## config.mk

```make
export PLATFORM = sky130hd
export DESIGN_NAME = axi_addr_remap_pipe
export DESIGN_NICKNAME = d
export VERILOG_FILES = /design/src/rtl/axi_addr_remap_pipe.sv
export SDC_FILE = /design/constraint.sdc
export NUM_CORES = 2
export LEC_CHECK = 0
export CELL_PAD_IN_SITES_DETAIL_PLACEMENT = 1
export CELL_PAD_IN_SITES_GLOBAL_PLACEMENT = 2
export CORE_AREA = 2 2 324 326
export CTS_CLUSTER_DIAMETER = 40
export DETAILED_ROUTE_END_ITERATION = 6
export DIE_AREA = 0 0 326 328
export DONT_BUFFER_PORTS = 1
export PLACE_DENSITY_LB_ADDON = 0.25
export RECOVER_POWER = 50
export SLEW_MARGIN = 30
export SYNTH_ARGS = -nofsm -noshare
export SYNTH_HDL_FRONTEND = slang
export SYNTH_SLANG_ARGS = --single-unit
```

## constraint.sdc

```tcl
create_clock -name clk_i -period 7 [get_ports clk_i]
set_clock_uncertainty 0.1 [all_clocks]
set_input_delay 0.35 -clock clk_i [delete_from_list [all_inputs] [get_ports clk_i]]
set_output_delay 0.35 -clock clk_i [all_outputs]
set_load 0.05 [all_outputs]
```

## src/rtl/axi_addr_remap_pipe.sv

```systemverilog
// axi_addr_remap_pipe: address-remapping register slice for AXI AW and AR.
// Each AW/AR beat is translated with the first enabled rule whose window
// [start, end) contains it, then held for one cycle in a full-throughput
// stage. W, B and R pass straight through.
// Ports:
//   clk_i, rst_i                 - clock, async active-high reset
//   slv_req_i / slv_resp_o       - slave port (upstream)
//   mst_req_o / mst_resp_i       - master port (downstream)
//   rule_start_i / rule_end_i    - per-rule match window, slave address space
//   rule_base_i / rule_en_i      - per-rule target base and enable
//   aw_miss_o / ar_miss_o        - pulse on a slave handshake that hit no rule

package axi_addr_remap_pipe_pkg;
  localparam int unsigned IdWidth   = 4;
  localparam int unsigned AddrWidth = 32;
  localparam int unsigned DataWidth = 32;
  localparam int unsigned StrbWidth = DataWidth / 8;

  typedef struct packed {
    logic [IdWidth-1:0]   id;
    logic [AddrWidth-1:0] addr;
    logic [7:0]           len;
    logic [2:0]           size;
    logic [1:0]           burst;
    logic                 lock;
    logic [3:0]           cache;
    logic [2:0]           prot;
    logic [3:0]           qos;
  } ax_chan_t;

  typedef struct packed {
    logic [DataWidth-1:0] data;
    logic [StrbWidth-1:0] strb;
    logic                 last;
  } w_chan_t;

  typedef struct packed {
    logic [IdWidth-1:0] id;
    logic [1:0]         resp;
  } b_chan_t;

  typedef struct packed {
    logic [IdWidth-1:0]   id;
    logic [DataWidth-1:0] data;
    logic [1:0]           resp;
    logic                 last;
  } r_chan_t;

  typedef struct packed {
    ax_chan_t aw;
    logic     aw_valid;
    w_chan_t  w;
    logic     w_valid;
    logic     b_ready;
    ax_chan_t ar;
    logic     ar_valid;
    logic     r_ready;
  } axi_req_t;

  typedef struct packed {
    logic    aw_ready;
    logic    ar_ready;
    logic    w_ready;
    b_chan_t b;
    logic    b_valid;
    r_chan_t r;
    logic    r_valid;
  } axi_resp_t;
endpackage

module axi_addr_remap_pipe
  import axi_addr_remap_pipe_pkg::*;
#(
  parameter int unsigned NoRules      = 4,
  parameter int unsigned SlvAddrWidth = 32,
  parameter int unsigned MstAddrWidth = SlvAddrWidth,
  parameter type         slv_req_t    = axi_req_t,
  parameter type         mst_req_t    = axi_req_t,
  parameter type         resp_t       = axi_resp_t
) (
  input  logic                                 clk_i,
  input  logic                                 rst_i,
  input  slv_req_t                             slv_req_i,
  output resp_t                                slv_resp_o,
  output mst_req_t                             mst_req_o,
  input  resp_t                                mst_resp_i,
  input  logic [NoRules-1:0][SlvAddrWidth-1:0] rule_start_i,
  input  logic [NoRules-1:0][SlvAddrWidth-1:0] rule_end_i,
  input  logic [NoRules-1:0][MstAddrWidth-1:0] rule_base_i,
  input  logic [NoRules-1:0]                   rule_en_i,
  output logic                                 aw_miss_o,
  output logic                                 ar_miss_o
);

  // r_q holds both stages; its aw_valid/ar_valid double as the full flags.
  // Its W/B/R fields are never loaded and stay at their reset value.
  mst_req_t                r_q;
  mst_req_t                w_q_nxt;
  logic                    w_aw_rdy, w_ar_rdy;
  logic                    w_aw_ld, w_ar_ld;
  logic                    w_aw_drain, w_ar_drain;
  logic                    w_aw_hit, w_ar_hit;
  logic [MstAddrWidth-1:0] w_aw_addr, w_ar_addr;

  // Returns {hit, translated address}; the descending scan lets the lowest
  // matching index win. An inverted or empty window can never satisfy both bounds.
  function automatic logic [MstAddrWidth:0] f_remap(input logic [SlvAddrWidth-1:0] addr);
    logic                    hit;
    logic [SlvAddrWidth-1:0] diff;
    logic [MstAddrWidth-1:0] res;
    hit  = 1'b0;
    diff = '0;
    res  = MstAddrWidth'(addr);
    for (int i = int'(NoRules) - 1; i >= 0; i--) begin
      if (rule_en_i[i] && (addr >= rule_start_i[i]) && (addr < rule_end_i[i])) begin
        hit  = 1'b1;
        diff = addr - rule_start_i[i];
        res  = rule_base_i[i] + MstAddrWidth'(diff);
      end
    end
    return {hit, res};
  endfunction

  // Translation uses the rules present in the load cycle only.
  always_comb begin
    {w_aw_hit, w_aw_addr} = f_remap(slv_req_i.aw.addr);
    {w_ar_hit, w_ar_addr} = f_remap(slv_req_i.ar.addr);
  end

  // Stage accepts when empty or when its content leaves this cycle.
  assign w_aw_rdy   = !r_q.aw_valid || mst_resp_i.aw_ready;
  assign w_ar_rdy   = !r_q.ar_valid || mst_resp_i.ar_ready;
  assign w_aw_ld    = slv_req_i.aw_valid && w_aw_rdy;
  assign w_ar_ld    = slv_req_i.ar_valid && w_ar_rdy;
  assign w_aw_drain = r_q.aw_valid && mst_resp_i.aw_ready;
  assign w_ar_drain = r_q.ar_valid && mst_resp_i.ar_ready;

  // Next-state for both stages; a load wins over a drain (replace in place).
  always_comb begin
    w_q_nxt = r_q;
    if (w_aw_ld) begin
      w_q_nxt.aw_valid = 1'b1;
      w_q_nxt.aw.id    = slv_req_i.aw.id;
      w_q_nxt.aw.addr  = w_aw_addr;
      w_q_nxt.aw.len   = slv_req_i.aw.len;
      w_q_nxt.aw.size  = slv_req_i.aw.size;
      w_q_nxt.aw.burst = slv_req_i.aw.burst;
      w_q_nxt.aw.lock  = slv_req_i.aw.lock;
      w_q_nxt.aw.cache = slv_req_i.aw.cache;
      w_q_nxt.aw.prot  = slv_req_i.aw.prot;
      w_q_nxt.aw.qos   = slv_req_i.aw.qos;
    end else if (w_aw_drain) begin
      w_q_nxt.aw_valid = 1'b0;
    end
    if (w_ar_ld) begin
      w_q_nxt.ar_valid = 1'b1;
      w_q_nxt.ar.id    = slv_req_i.ar.id;
      w_q_nxt.ar.addr  = w_ar_addr;
      w_q_nxt.ar.len   = slv_req_i.ar.len;
      w_q_nxt.ar.size  = slv_req_i.ar.size;
      w_q_nxt.ar.burst = slv_req_i.ar.burst;
      w_q_nxt.ar.lock  = slv_req_i.ar.lock;
      w_q_nxt.ar.cache = slv_req_i.ar.cache;
      w_q_nxt.ar.prot  = slv_req_i.ar.prot;
      w_q_nxt.ar.qos   = slv_req_i.ar.qos;
    end else if (w_ar_drain) begin
      w_q_nxt.ar_valid = 1'b0;
    end
  end

  // Stage register; reset empties it immediately.
  always_ff @(posedge clk_i or posedge rst_i) begin
    if (rst_i) begin
      r_q <= '0;
    end else begin
      r_q <= w_q_nxt;
    end
  end

  // Master side: held AW/AR, pass-through W and response readies.
  always_comb begin
    mst_req_o         = r_q;
    mst_req_o.w       = slv_req_i.w;
    mst_req_o.w_valid = slv_req_i.w_valid;
    mst_req_o.b_ready = slv_req_i.b_ready;
    mst_req_o.r_ready = slv_req_i.r_ready;
  end

  // Slave side: everything passes through except the stage readies.
  always_comb begin
    slv_resp_o          = mst_resp_i;
    slv_resp_o.aw_ready = w_aw_rdy;
    slv_resp_o.ar_ready = w_ar_rdy;
  end

  // Miss pulses coincide with the slave handshake; suppressed during reset.
  assign aw_miss_o = w_aw_ld && !w_aw_hit && !rst_i;
  assign ar_miss_o = w_ar_ld && !w_ar_hit && !rst_i;

endmodule

```

* Word-level counts from Yosys, hierarchy flattened
Index checks and enable logic that the tools add are counted. Widths: inputs -> output; s select.
Word-level totals: memory bits (writable) 0, output and inout port bits 216, bits in latches 0, ROM bits 0, memories 0, input bits 604, flip-flop bits (word level) 124
Cells by class: order comparisons 16, eq/ne operators 0, divide/modulo/power cells 0, muxes and demuxes 20, bitwise gates (word level) 0, multipliers 0, reductions and logical operators 33, $add $sub $neg 16, shift-type cells 0
Operator list (count):
- $add 32x32->32 | 8
- $ge 32x32->1 | 8
- $lt 32x32->1 | 8
- $mux 32 | 8
- $sub 32x32->32 | 8
- $logic_and 1x1->1 | 24
- $mux 1 | 12
- $logic_not 1->1 | 5
- $reduce_bool 2->1 | 2
- $logic_or 1x1->1 | 2

* Longest topological paths before layout
depth in word-level cells 10, depth in mapped cells 17

* Least setup slack after synthesis
Ideal clock, no wire load.
path type input port to output port, from in rule_start_i[117] (netlist bit), to out ar_miss_o, path buffers 2, slack 3.089 ns, data arrival time 3.461 ns, stages 13, required time 6.550 ns, path through inv_1 ha_1 a21o_1 a21o_1 a21oi_1 o21ai_0 a21oi_1 a21oi_1 nand2_1 clkbuf_1 clkbuf_1 nand2_1 nor3_1
On the way: longest elaborated chain between the ends 10
RTL lines:
- start, declared | RTL line 87 | input logic [NoRules-1:0][SlvAddrWidth-1:0] rule_start_i,
- $ge 32x32->1 | RTL line 115 | if (rule_en_i[i] && (addr >= rule_start_i[i]) && (addr < rule_end_i[i])) begin
- $logic_and 1x1->1 (2 in a row) | RTL line 115
- $mux 1 (4 in a row) | RTL line 115
- $logic_not 1->1 | RTL line 198 | assign ar_miss_o = w_ar_ld && !w_ar_hit && !rst_i;
- $logic_and 1x1->1 (2 in a row) | RTL line 198
- end, declared | RTL line 92 | output logic ar_miss_o
Every way passes these cells.

* Worst setup path after layout
from in rule_start_i[38] (netlist bit), to out ar_miss_o
On the way: longest elaborated chain between the ends 8
RTL lines (RTL line):
- $ge 32x32->1 | 115
- $logic_and 1x1->1 (2 in a row) | 115
- $mux 1 (2 in a row) | 115
- $logic_not 1->1 | 198
- $logic_and 1x1->1 (2 in a row) | 198
Every way passes these cells.

==> flow_summary.json <==
{
  "outcome": "complete, but fails checks",
  "violations": "max-capacitance violations, max-slew violations",
  "clockRootBuffer": "clkbuf_16",
  "fin_setup_tns_ps": 0,
  "finalCritPeriodShare_pct": 73.2,
  "cp.arrival_ps": 4670,
  "hold_path_class": "input pin to flip-flop",
  "max_stage_delay_ps": 730,
  "drt_drc_violations_left": 0,
  "postRouteAntennaNets": 0,
  "power_density_nw_per_um2": 181,
  "crit_fanout": 7,
  "rsz0062_at_grt": "false",
  "fin_util_pct": 39.3,
  "dieArea_sq_um": 107000,
  "antenna_found_initial": 13,
  "slew_violations": 69,
  "synth_edf_count": 0,
  "end_kind": "output port",
  "path_buf_inv": 2,
  "clockBufferDepth": 2,
  "syn-num-nets": 6572,
  "worstPathRequired_ps": 6550,
  "grt_pass1_wl_um": 259000,
  "synthArstFlopShare_pct": 100,
  "clock_sinks": 124,
  "synth_area_per_cell_sq_um": 7.70,
  "grt_max_degree": 69,
  "cts_resized": 0,
  "start_util_pct": 37.1,
  "cts_tree": "yes",
  "routed_wl_um": 182000,
  "fmax_mhz": 195,
  "num_rows": 118,
  "area_growth_pct": 6.01,
  "place.gp.congestion": 0.970,
  "core_area_sq_um": 103000,
  "crit_family": "compound AO/OA/AOI/OAI gates",
  "die_h_um": 328,
  "syn-instance-count": 4964,
  "clk_latency_ps": 460,
  "viasPerCell": 5.82,
  "worstMarginPinSlew_ps": 3660,
  "startpoint_type": "input pin",
  "max_slew_margin_pct": -145,
  "fin_nets": 6521,
  "mappedNetlistArea_sq_um": 38200,
  "layout-drive-gt1-share_pct": 2.52,
  "die_w_um": 326,
  "ys_ff_latch": 124,
  "io_buffers": 0,
  "dp_hpwl_um": 160000,
  "crit_type": "input pin to output port",
  "num_io_pins": 820,
  "largest_reg_flops": 124,
  "layout_setup_ws_ps": 1880,
  "p_leak_nw": 21.2,
  "htree_levels": 4,
  "synthDistinctLibCells": 95,
  "crit_top_cell": "nand2_1",
  "synth_warnings": 0,
  "cp_cell_sequence": "inv_1 -> ha_1 -> a21oi_1 -> a21boi_0 -> a2111oi_0 -> o21ai_0 -> a211oi_1 -> a21oi_4 -> nand2_1 -> and2_1 -> buf_4 -> nand2_1 -> nor3_2",
  "critPathSlowestCell": "nor3_2",
  "setup_viol": 0,
  "grt_overflow": 0,
  "first_pass_iters": 5,
  "drt-initial-drc-count": 2310,
  "ys_seq_area_share_pct": 8.11,
  "yosys_most_used_dff": "dfrtp_1",
  "finalHoldViolations": 0,
  "numCtsBuffers": 17,
  "routedWlPerCell_um": 28.8,
  "dp_slack_ps": 1880,
  "maxCapViolations": 1,
  "grt_pass1_vias": 37700,
  "fillCellCount": 12800,
  "path_clk_slew_ps": 60,
  "grt_usage_pct": 33.2,
  "via_count": 36800,
  "finalCriticalPeriod_ps": 5120,
  "max-vdd-ir-drop_mv": 0.188
}
==> repair_timing <==
item,CTS,global route
setup buffers,0,0
endpoints found under the hold margin,125,0
endpoints found under the setup margin,0,0
hold buffers,59,0
==> path summary, 6_finish.rpt <==
path                             startpoint             end  slack (ps)  depth (start not counted)
max in group asynchronous             rst_i  mst_req_o[152]        3430                          3
min reg2reg                    mst_req_o[8]    mst_req_o[8]         680                          2
min in group asynchronous             rst_i    mst_req_o[1]        1310                          2
max reg2reg                    mst_req_o[1]   mst_req_o[55]        3220                          8
min                           slv_req_i[11]   mst_req_o[11]          50                          2
max                        rule_start_i[38]       ar_miss_o        1880                         13
==> report_power, final <==
group / leakage (nW) / switching (mW) / internal [mW]
sequential: 1.48 / 0.738 / 0.853
combinational: 19.5 / 2.89 / 1.85
clock: 0.300 / 0.423 / 0.578
==> final cells by class <==
type                       count  area (sq um)  share of cell area (%)
sequential                   124          3100                    7.65
timing repair buffer          94           853                    2.10
multi-input combinational   3696         30500                    75.3
antenna                        5          12.5                  0.0309
clock inverter                14           183                   0.451
tap                         1380          1730                    4.26
clock buffer                  18           439                    1.08
inverter                     980          3680                    9.08
==> Yosys cell counts (all sizes together), types with 12 or more instances <==
cell type / instances / area share [%]
a2111oi: 28 / 0.72
a211o: 15 / 0.34
a211oi: 57 / 1.2
a21o: 153 / 3.0
a21oi: 429 / 5.7
a221oi: 17 / 0.41
a22oi: 18 / 0.35
a31oi: 42 / 0.72
and2: 14 / 0.23
and3: 32 / 0.52
and4: 17 / 0.39
buf: 118 / 2.1
clkbuf: 46 / 0.45
dfrtp: 124 / 8.1
fa: 248 / 13
ha: 756 / 25
inv: 980 / 9.6
mux2i: 24 / 0.63
nand2: 419 / 4.1
nand2b: 51 / 0.84
nand3: 103 / 1.3
nand4: 88 / 1.5
nor2: 234 / 2.3
nor2b: 41 / 0.67
nor3: 46 / 0.60
nor3b: 13 / 0.26
nor4: 16 / 0.30
o2111ai: 14 / 0.32
o211ai: 49 / 0.98
o21a: 39 / 0.77
o21ai: 267 / 3.5
o21bai: 39 / 0.77
o221ai: 16 / 0.37
o22ai: 17 / 0.28
o31a: 12 / 0.28
o31ai: 18 / 0.37
or3: 23 / 0.38
xnor2: 156 / 3.6
xor2: 64 / 1.5
==> layer usage <==
metal,vias to the layer above,track usage (%),share of wire [%]
met4,16,10.9,3.5
met3,221,6.53,7.4
met5,-,0,0.061
met1,18400,43.7,43
li1,16900,-,-
met2,1220,54.3,46
==> cell usage in the layout (no fill, tap or decap), types with 124 or more instances in the layout <==
| master | n |
|---|---|
| xnor2_1 | 156 |
| fa_1 | 248 |
| ha_1 | 756 |
| nand2_1 | 415 |
| a21oi_1 | 427 |
| a21o_1 | 153 |
| o21ai_0 | 246 |
| inv_1 | 979 |
| nor2_1 | 232 |
| dfrtp_1 | 124 |
==> stage by stage <==
step | cell area, sq um | hold slack, ps | power (mW) | cells
after global routing | 40500 | 19.9 | 7.89 | 6311
after detailed placement | 39300 | 274 | 6.22 | 6215
after CTS | 40500 | 37.3 | 7.29 | 6306
after floorplan | 38200 | 355 | 4.94 | 4964
final | 40500 | 47.2 | 7.33 | 6311
after global placement | 39300 | 275 | 6.16 | 6215
==> cells by family (layout without fill, tap and decap cells) <==
logic type	after synthesis	after routing	share of synthesized area (%)
simple gates	1124	1124	14.0
other cells	0	5	0
compound gates	1323	1323	22.3
buf+inv	1144	1106	12.2
mux	25	25	0.658
xor+xnor	220	220	5.04
flops	124	124	8.11
fa+ha+maj	1004	1004	37.7
Note: power is estimated with default switching activity, not from simulation.
